`config.mk`:
```
export PLATFORM = sky130hd
export DESIGN_NAME = sprite_blitter
export DESIGN_NICKNAME = d
export VERILOG_FILES = /design/src/rtl/veggie_pkg.sv /design/src/rtl/fb_addr_calc.sv /design/src/rtl/sprite_blitter.sv
export SDC_FILE = /design/constraint.sdc
export NUM_CORES = 1
export LEC_CHECK = 0
export CORE_ASPECT_RATIO = 0.7
export CORE_UTILIZATION = 35
export CTS_CLUSTER_SIZE = 12
export DETAILED_ROUTE_END_ITERATION = 6
export GPL_ROUTABILITY_DRIVEN = 0
export PLACE_DENSITY_LB_ADDON = 0.15
export SKIP_CTS_REPAIR_TIMING = 1
export SYNTH_ARGS = -nofsm -noshare
export SYNTH_HDL_FRONTEND = slang
export SYNTH_SLANG_ARGS = --single-unit
```
`constraint.sdc`:
```
create_clock -name Clk -period 11.1 [get_ports Clk]
set_input_delay 2.22 -clock Clk [delete_from_list [all_inputs] [get_ports Clk]]
set_output_delay 2.22 -clock Clk [all_outputs]
set_load 0.05 [all_outputs]
```
`src/rtl/veggie_pkg.sv`:
```
// Shared frame-buffer types and constants for the Frame_Buffer write-side blocks.
// The screen geometry, the blitter state encoding and the command opcodes are kept here.
package veggie_pkg;

    localparam int SCR_W = 640;
    localparam int SCR_H = 480;
    localparam int FB_AW = 19;

    typedef logic [7:0] pixel_t;

    typedef enum logic [2:0] {
        IDLE,
        CLEAR,
        BLIT,
        DRAIN,
        DONE
    } blit_state_t;

    localparam logic CMD_BLIT  = 1'b0;
    localparam logic CMD_CLEAR = 1'b1;

    // Row start address for a 640-pixel stride, built from shifts so no multiplier is needed.
    function automatic logic [FB_AW-1:0] row_base(input logic [10:0] row);
        logic [FB_AW-1:0] r;
        r = {{(FB_AW-11){1'b0}}, row};
        return (r << 9) + (r << 7);
    endfunction

endpackage

```
`src/rtl/fb_addr_calc.sv`:
```
// Combinational (row, col) -> frame buffer address, plus a flag saying the pixel lies on screen.
// Row and column are 11 bits wide so off-screen sums never fold back onto row/column 0.
module fb_addr_calc
    import veggie_pkg::*;
#(
    parameter int SCR_W = 640,
    parameter int SCR_H = 480
) (
    input  logic [10:0]      row_i,
    input  logic [10:0]      col_i,
    output logic [FB_AW-1:0] addr_o,
    output logic             on_screen_o
);

    localparam logic [10:0] W_LIM = 11'(SCR_W);
    localparam logic [10:0] H_LIM = 11'(SCR_H);

    always_comb begin
        addr_o      = row_base(row_i) + {{(FB_AW-11){1'b0}}, col_i};
        on_screen_o = (col_i < W_LIM) && (row_i < H_LIM);
    end

endmodule

```
`src/rtl/sprite_blitter.sv`:
```
// Write-side engine for Frame_Buffer: full-screen clear or clipped, transparent sprite copy.
// A blit is a two-stage pipeline: ROM address issue, then the frame buffer write a cycle later.
module sprite_blitter
    import veggie_pkg::*;
#(
    parameter int         SCR_W       = 640,
    parameter int         SCR_H       = 480,
    parameter int         ROM_AW      = 16,
    parameter logic [7:0] TRANSPARENT = 8'hE3
) (
    input  logic              Clk,
    input  logic              Reset,
    input  logic              cmd_valid,
    output logic              cmd_ready,
    input  logic              cmd_op,
    input  logic [9:0]        cmd_x,
    input  logic [9:0]        cmd_y,
    input  logic [6:0]        cmd_w,
    input  logic [6:0]        cmd_h,
    input  logic [ROM_AW-1:0] cmd_base,
    input  logic [7:0]        cmd_color,
    output logic [ROM_AW-1:0] rom_addr,
    input  logic [7:0]        rom_data,
    output logic [18:0]       fb_wraddr,
    output logic [7:0]        fb_data,
    output logic              fb_we,
    output logic              done
);

    localparam logic [FB_AW-1:0] LAST_ADDR = FB_AW'(SCR_W * SCR_H - 1);

    blit_state_t       state_q, state_d;

    logic [9:0]        x_q, x_d;
    logic [6:0]        w_q, w_d;
    logic [6:0]        h_q, h_d;
    logic [6:0]        i_q, i_d;
    logic [6:0]        j_q, j_d;
    logic [10:0]       col_q, col_d;
    logic [10:0]       row_q, row_d;
    logic [ROM_AW-1:0] rom_addr_q, rom_addr_d;
    logic [FB_AW-1:0]  wraddr_q, wraddr_d;
    pixel_t            clr_data_q, clr_data_d;
    logic              on_q, on_d;
    logic              s1_vld_q, s1_vld_d;

    logic              accept;
    logic              zero_size;
    logic              last_col;
    logic              last_row;
    logic              last_pix;
    logic [FB_AW-1:0]  calc_addr;
    logic              calc_on;

    assign accept    = cmd_valid && (state_q == IDLE);
    assign zero_size = (cmd_w == 7'd0) || (cmd_h == 7'd0);
    assign last_col  = (i_q == w_q - 7'd1);
    assign last_row  = (j_q == h_q - 7'd1);
    assign last_pix  = last_col && last_row;

    fb_addr_calc #(
        .SCR_W (SCR_W),
        .SCR_H (SCR_H)
    ) u_addr (
        .row_i       (row_q),
        .col_i       (col_q),
        .addr_o      (calc_addr),
        .on_screen_o (calc_on)
    );

    always_ff @(posedge Clk) begin
        if (Reset) begin
            state_q <= IDLE;
        end else begin
            state_q <= state_d;
        end
    end

    always_comb begin
        state_d = state_q;
        case (state_q)
            IDLE: begin
                if (accept) begin
                    if (cmd_op == CMD_CLEAR) begin
                        state_d = CLEAR;
                    end else if (zero_size) begin
                        state_d = DONE;
                    end else begin
                        state_d = BLIT;
                    end
                end
            end
            CLEAR: if (wraddr_q == LAST_ADDR) state_d = DONE;
            BLIT:  if (last_pix) state_d = DRAIN;
            DRAIN: state_d = DONE;
            DONE:  state_d = IDLE;
            default: state_d = IDLE;
        endcase
    end

    always_comb begin
        cmd_ready = 1'b0;
        done      = 1'b0;
        fb_we     = 1'b0;
        fb_data   = clr_data_q;
        case (state_q)
            IDLE:  cmd_ready = 1'b1;
            CLEAR: fb_we = 1'b1;
            BLIT, DRAIN: begin
                // The write stage sees ROM data for the pixel issued on the previous cycle.
                fb_data = rom_data;
                fb_we   = s1_vld_q && on_q && (rom_data != TRANSPARENT);
            end
            DONE:  done = 1'b1;
            default: ;
        endcase
    end

    assign rom_addr  = rom_addr_q;
    assign fb_wraddr = wraddr_q;

    always_comb begin
        x_d        = x_q;
        w_d        = w_q;
        h_d        = h_q;
        i_d        = i_q;
        j_d        = j_q;
        col_d      = col_q;
        row_d      = row_q;
        rom_addr_d = rom_addr_q;
        wraddr_d   = wraddr_q;
        clr_data_d = clr_data_q;
        on_d       = on_q;
        s1_vld_d   = 1'b0;
        case (state_q)
            IDLE: begin
                if (accept) begin
                    x_d        = cmd_x;
                    w_d        = cmd_w;
                    h_d        = cmd_h;
                    i_d        = 7'd0;
                    j_d        = 7'd0;
                    col_d      = {1'b0, cmd_x};
                    row_d      = {1'b0, cmd_y};
                    rom_addr_d = cmd_base;
                    wraddr_d   = '0;
                    clr_data_d = cmd_color;
                end
            end
            CLEAR: begin
                if (wraddr_q != LAST_ADDR) wraddr_d = wraddr_q + FB_AW'(1);
            end
            BLIT: begin
                wraddr_d = calc_addr;
                on_d     = calc_on;
                s1_vld_d = 1'b1;
                // Row-major sprite with stride w: the ROM address simply increments (mod 2^ROM_AW).
                if (!last_pix) begin
                    rom_addr_d = rom_addr_q + ROM_AW'(1);
                    if (last_col) begin
                        i_d   = 7'd0;
                        j_d   = j_q + 7'd1;
                        col_d = {1'b0, x_q};
                        row_d = row_q + 11'd1;
                    end else begin
                        i_d   = i_q + 7'd1;
                        col_d = col_q + 11'd1;
                    end
                end
            end
            default: ;
        endcase
    end

    always_ff @(posedge Clk) begin
        if (Reset) begin
            rom_addr_q <= '0;
            wraddr_q   <= '0;
            clr_data_q <= '0;
            s1_vld_q   <= 1'b0;
        end else begin
            rom_addr_q <= rom_addr_d;
            wraddr_q   <= wraddr_d;
            clr_data_q <= clr_data_d;
            s1_vld_q   <= s1_vld_d;
        end
    end

    always_ff @(posedge Clk) begin
        x_q   <= x_d;
        w_q   <= w_d;
        h_q   <= h_d;
        i_q   <= i_d;
        j_q   <= j_d;
        col_q <= col_d;
        row_q <= row_d;
        on_q  <= on_d;
    end

endmodule

```
==> flow_summary.json <==
{
  "status": "finished, final reports clean",
  "syn-num-nets": 823,
  "tns_ns": 0,
  "grt_pass1_vias": 5306,
  "stdcell_area_sq_um": 8140,
  "netlist_area_sq_um": 6510,
  "ys_ff_latch": 108,
  "die_x_um": 165,
  "drc_errors": 0,
  "min_period_over_period": 0.557,
  "htreeDepth": 3,
  "path_class": "in -> out",
  "power_frac_comb": 0.373,
  "setup_viol": 0,
  "synthDistinctLibCells": 67,
  "area_growth_pct": 25.1,
  "crit_fanout": 2,
  "viasPerCell": 5.42,
  "met3_usage": 0.0455,
  "grt_max_degree": 46,
  "fin_skew_ns": 0.0132,
  "postRouteAntennaNets": 0,
  "holdWs_ns": 0.457,
  "grtUsageTotal": 0.186,
  "dr.pass1.iters": 5,
  "dp_hpwl_mm": 12.4,
  "pwr-share-clk": 0.221,
  "die-area_sq_um": 19200,
  "final_layout_size_suffix_gt1_frac": 0.0509,
  "grtUsageMet1": 0.269,
  "place_area_sq_um": 7870,
  "p_sw_frac": 0.385,
  "core_area_sq_um": 18100,
  "hold_viol": 0,
  "synthCells": 723,
  "critPathRequiredTime_ns": 8.88,
  "cp_data_arrival_time_ns": 3.96,
  "gr-usage-met2": 0.282,
  "wl_per_cell_um": 16.4,
  "ir_drop_mv": 0.0767,
  "nets": 920,
  "synth_flop_cell": "edfxtp_1",
  "yosys_warnings": 0,
  "crit_top_cell": "clkdlybuf4s50_1",
  "postSynthAreaPerCell_sq_um": 9.00,
  "cpLargestDelayFamily": "buffers and inverters",
  "max_freq_mhz": 162,
  "drt_iter0_markers": 484,
  "rows": 41,
  "grt_antenna_before_repair": 0,
  "port_buffers": 115,
  "worstMarginPinSlew_ns": 1.12,
  "top_level_ports": 116,
  "wl_mm": 17.4,
  "slew_headroom": 0.250,
  "crit_buf_inv": 2,
  "power.density_nw_per_um2": 171,
  "vias": 5746,
  "leakagePower_nw": 2.88,
  "dp.cells": 1045,
  "finalNonFillerCells": 1061,
  "cts_inserted_buffers": 9,
  "max-cap-violations": 0,
  "hold_path.class": "reg -> reg",
  "cp_slowest_stage_delay_ns": 0.73,
  "min_path_cells": 2,
  "ys_seq_area_frac": 0.426,
  "die_h_um": 116,
  "cp-end-kind": "output port",
  "reg2regPathDepth": 9,
  "slowest_stage": "clkdlybuf4s50_1",
  "gr-total-overflow": 0,
  "cts_tree": "yes",
  "synth_edf_count": 61,
  "whs_endpoint": "clr_data_q[1]$_SDFFE_PP0P_",
  "async_flop_share": 0,
  "total_power_w": 0.00139,
  "startpoint_type": "input port",
  "cts-root-buf": "clkbuf_16",
  "crit_chain": "clkdlybuf4s50_1 -> nand4b_1 -> nor4_1 -> o21ai_0 -> clkdlybuf4s50_1",
  "cts_buffer_depth": 2,
  "period_minus_slack_ns": 6.18,
  "clk_latency_ns": 0.36,
  "rr_endpoint": "rom_addr[2]$_SDFFE_PP0P_",
  "internal_power_w": 0.000858,
  "grt_pass1_wl_mm": 27.7,
  "switchingPower_w": 0.000536,
  "start_util": 0.359,
  "rr_startpoint": "w_q[0]$_DFFE_PP_",
  "rsz0062_at_grt": "no",
  "cts_sinks": 108,
  "slew_violations": 0,
  "seqPwrFrac": 0.406,
  "min_from": "clr_data_q[1]$_SDFFE_PP0P_",
  "ff2ff_setup_slack_ns": 7.24,
  "n_antenna_cell": 0,
  "cts.clk_slew.worst_paths_ns": 0.07,
  "top_usage_layer": "met2"
}
==> worst register-to-register path: stages (launching register included) <==
cell	delay (ns)
edfxtp_1	0.43
inv_1	0.09
ha_1	0.19
or4b_4	0.48
or3_4	0.39
a221oi_4	0.93
a31oi_4	0.39
nor2_4	0.26
inv_2	0.28
a32o_1	0.31
==> state kept, by name, indices dropped and copies added, names as in the netlist <==
name and count:
state_q 3, rom_addr 16, col_q 11, clr_data_q 8
on_q 1, i_q 7, j_q 7, fb_wraddr 19
w_q 7, h_q 7, row_q 11, x_q 10
s1_vld_q 1
==> per-layer routing <==
metal	wire (um)	share of wire
met3	1270	0.073
met1	8710	0.50
met2	7230	0.42
met5	0	0
met4	150	0.0086
==> kinds of logic (layout without fill, tap and decap cells) <==
logic type,count (synthesis),in the layout,share of synthesized area
simple gates,284,284,0.207
compound gates,173,173,0.177
flops,108,108,0.426
buf+inv,61,163,0.0356
xor+xnor,55,55,0.0740
fa+ha+maj,30,30,0.0611
mux,12,12,0.0200
==> cells in the mapped netlist (10+ instances only) <==
cell type,n,share of area
inv_1,25,0.014
nor3_1,22,0.017
clkbuf_1,31,0.018
o21ai_0,45,0.035
dfxtp_1,47,0.14
nor2_1,73,0.042
nand3_1,34,0.026
nand2_1,91,0.052
ha_1,27,0.052
edfxtp_1,61,0.28
a21oi_1,49,0.038
xor2_1,19,0.026
and3_1,10,0.0096
xnor2_1,36,0.048
==> power groups by stage <==
stage	Sequential (W)	Combinational, W	Clock [W]
6_report	0.000566	0.000519	0.000309
5_1_grt	0.000575	0.000572	0.000334
4_1_cts	0.000565	0.000522	0.000320
3_5_place_dp	0.000574	0.000519	0
3_3_place_gp	0.000572	0.000508	0
2_1_floorplan	0.000606	0.000321	0
==> through the flow <==
stage / worst slack, ns / utilization
3_3_place_gp: 5.01 / 0.434
5_1_grt: 4.79 / 0.449
4_1_cts: 4.90 / 0.449
2_1_floorplan: 5.42 / -
6_report: 4.92 / 0.449
3_5_place_dp: 4.91 / 0.434
==> cells in the final DEF (no fill, tap or decap), types with 5 or more instances in the layout <==
| cell type | Yosys | final |
|---|---|---|
| a311oi_1 | 5 | 5 |
| xnor2_1 | 36 | 36 |
| a31oi_1 | 8 | 8 |
| clkdlybuf4s50_1 | 0 | 115 |
| mux2_2 | 8 | 8 |
| and3_1 | 10 | 10 |
| ha_1 | 27 | 27 |
| nand3_1 | 34 | 34 |
| a21oi_1 | 49 | 49 |
| nand2_1 | 91 | 90 |
| or3_1 | 8 | 8 |
| nor3_1 | 22 | 22 |
| nand4_1 | 7 | 7 |
| a221oi_1 | 5 | 5 |
| nor2b_1 | 5 | 5 |
| edfxtp_1 | 61 | 61 |
| inv_1 | 25 | 25 |
| o21a_1 | 5 | 5 |
| nor2_1 | 73 | 73 |
| buf_4 | 0 | 6 |
| a211oi_1 | 6 | 6 |
| o21ai_0 | 45 | 45 |
| clkbuf_16 | 0 | 9 |
| xor2_1 | 19 | 19 |
| dfxtp_1 | 47 | 47 |
==> worst max-delay path by stage <==
stage,from,end,slack [ns],depth (start not counted)
2_1_floorplan,rom_data[2],fb_we,5.42,3
3_3_place_gp,rom_data[0],fb_we,5.01,5
3_5_place_dp,rom_data[0],fb_we,4.91,5
4_1_cts,rom_data[0],fb_we,4.90,5
5_1_grt,rom_data[2],fb_we,4.79,5
6_report,rom_data[0],fb_we,4.92,5
==> area by class of cell <==
class	count	area (sq um)
sequential	108	2770
timing repair buffer	121	1200
clock inverter	5	37.5
tap	236	295
clock buffer	11	233
fill	1740	9970
inverter	26	97.6
multi-input combinational	554	3510
No activity file was read; power rests on OpenSTA's default activity.
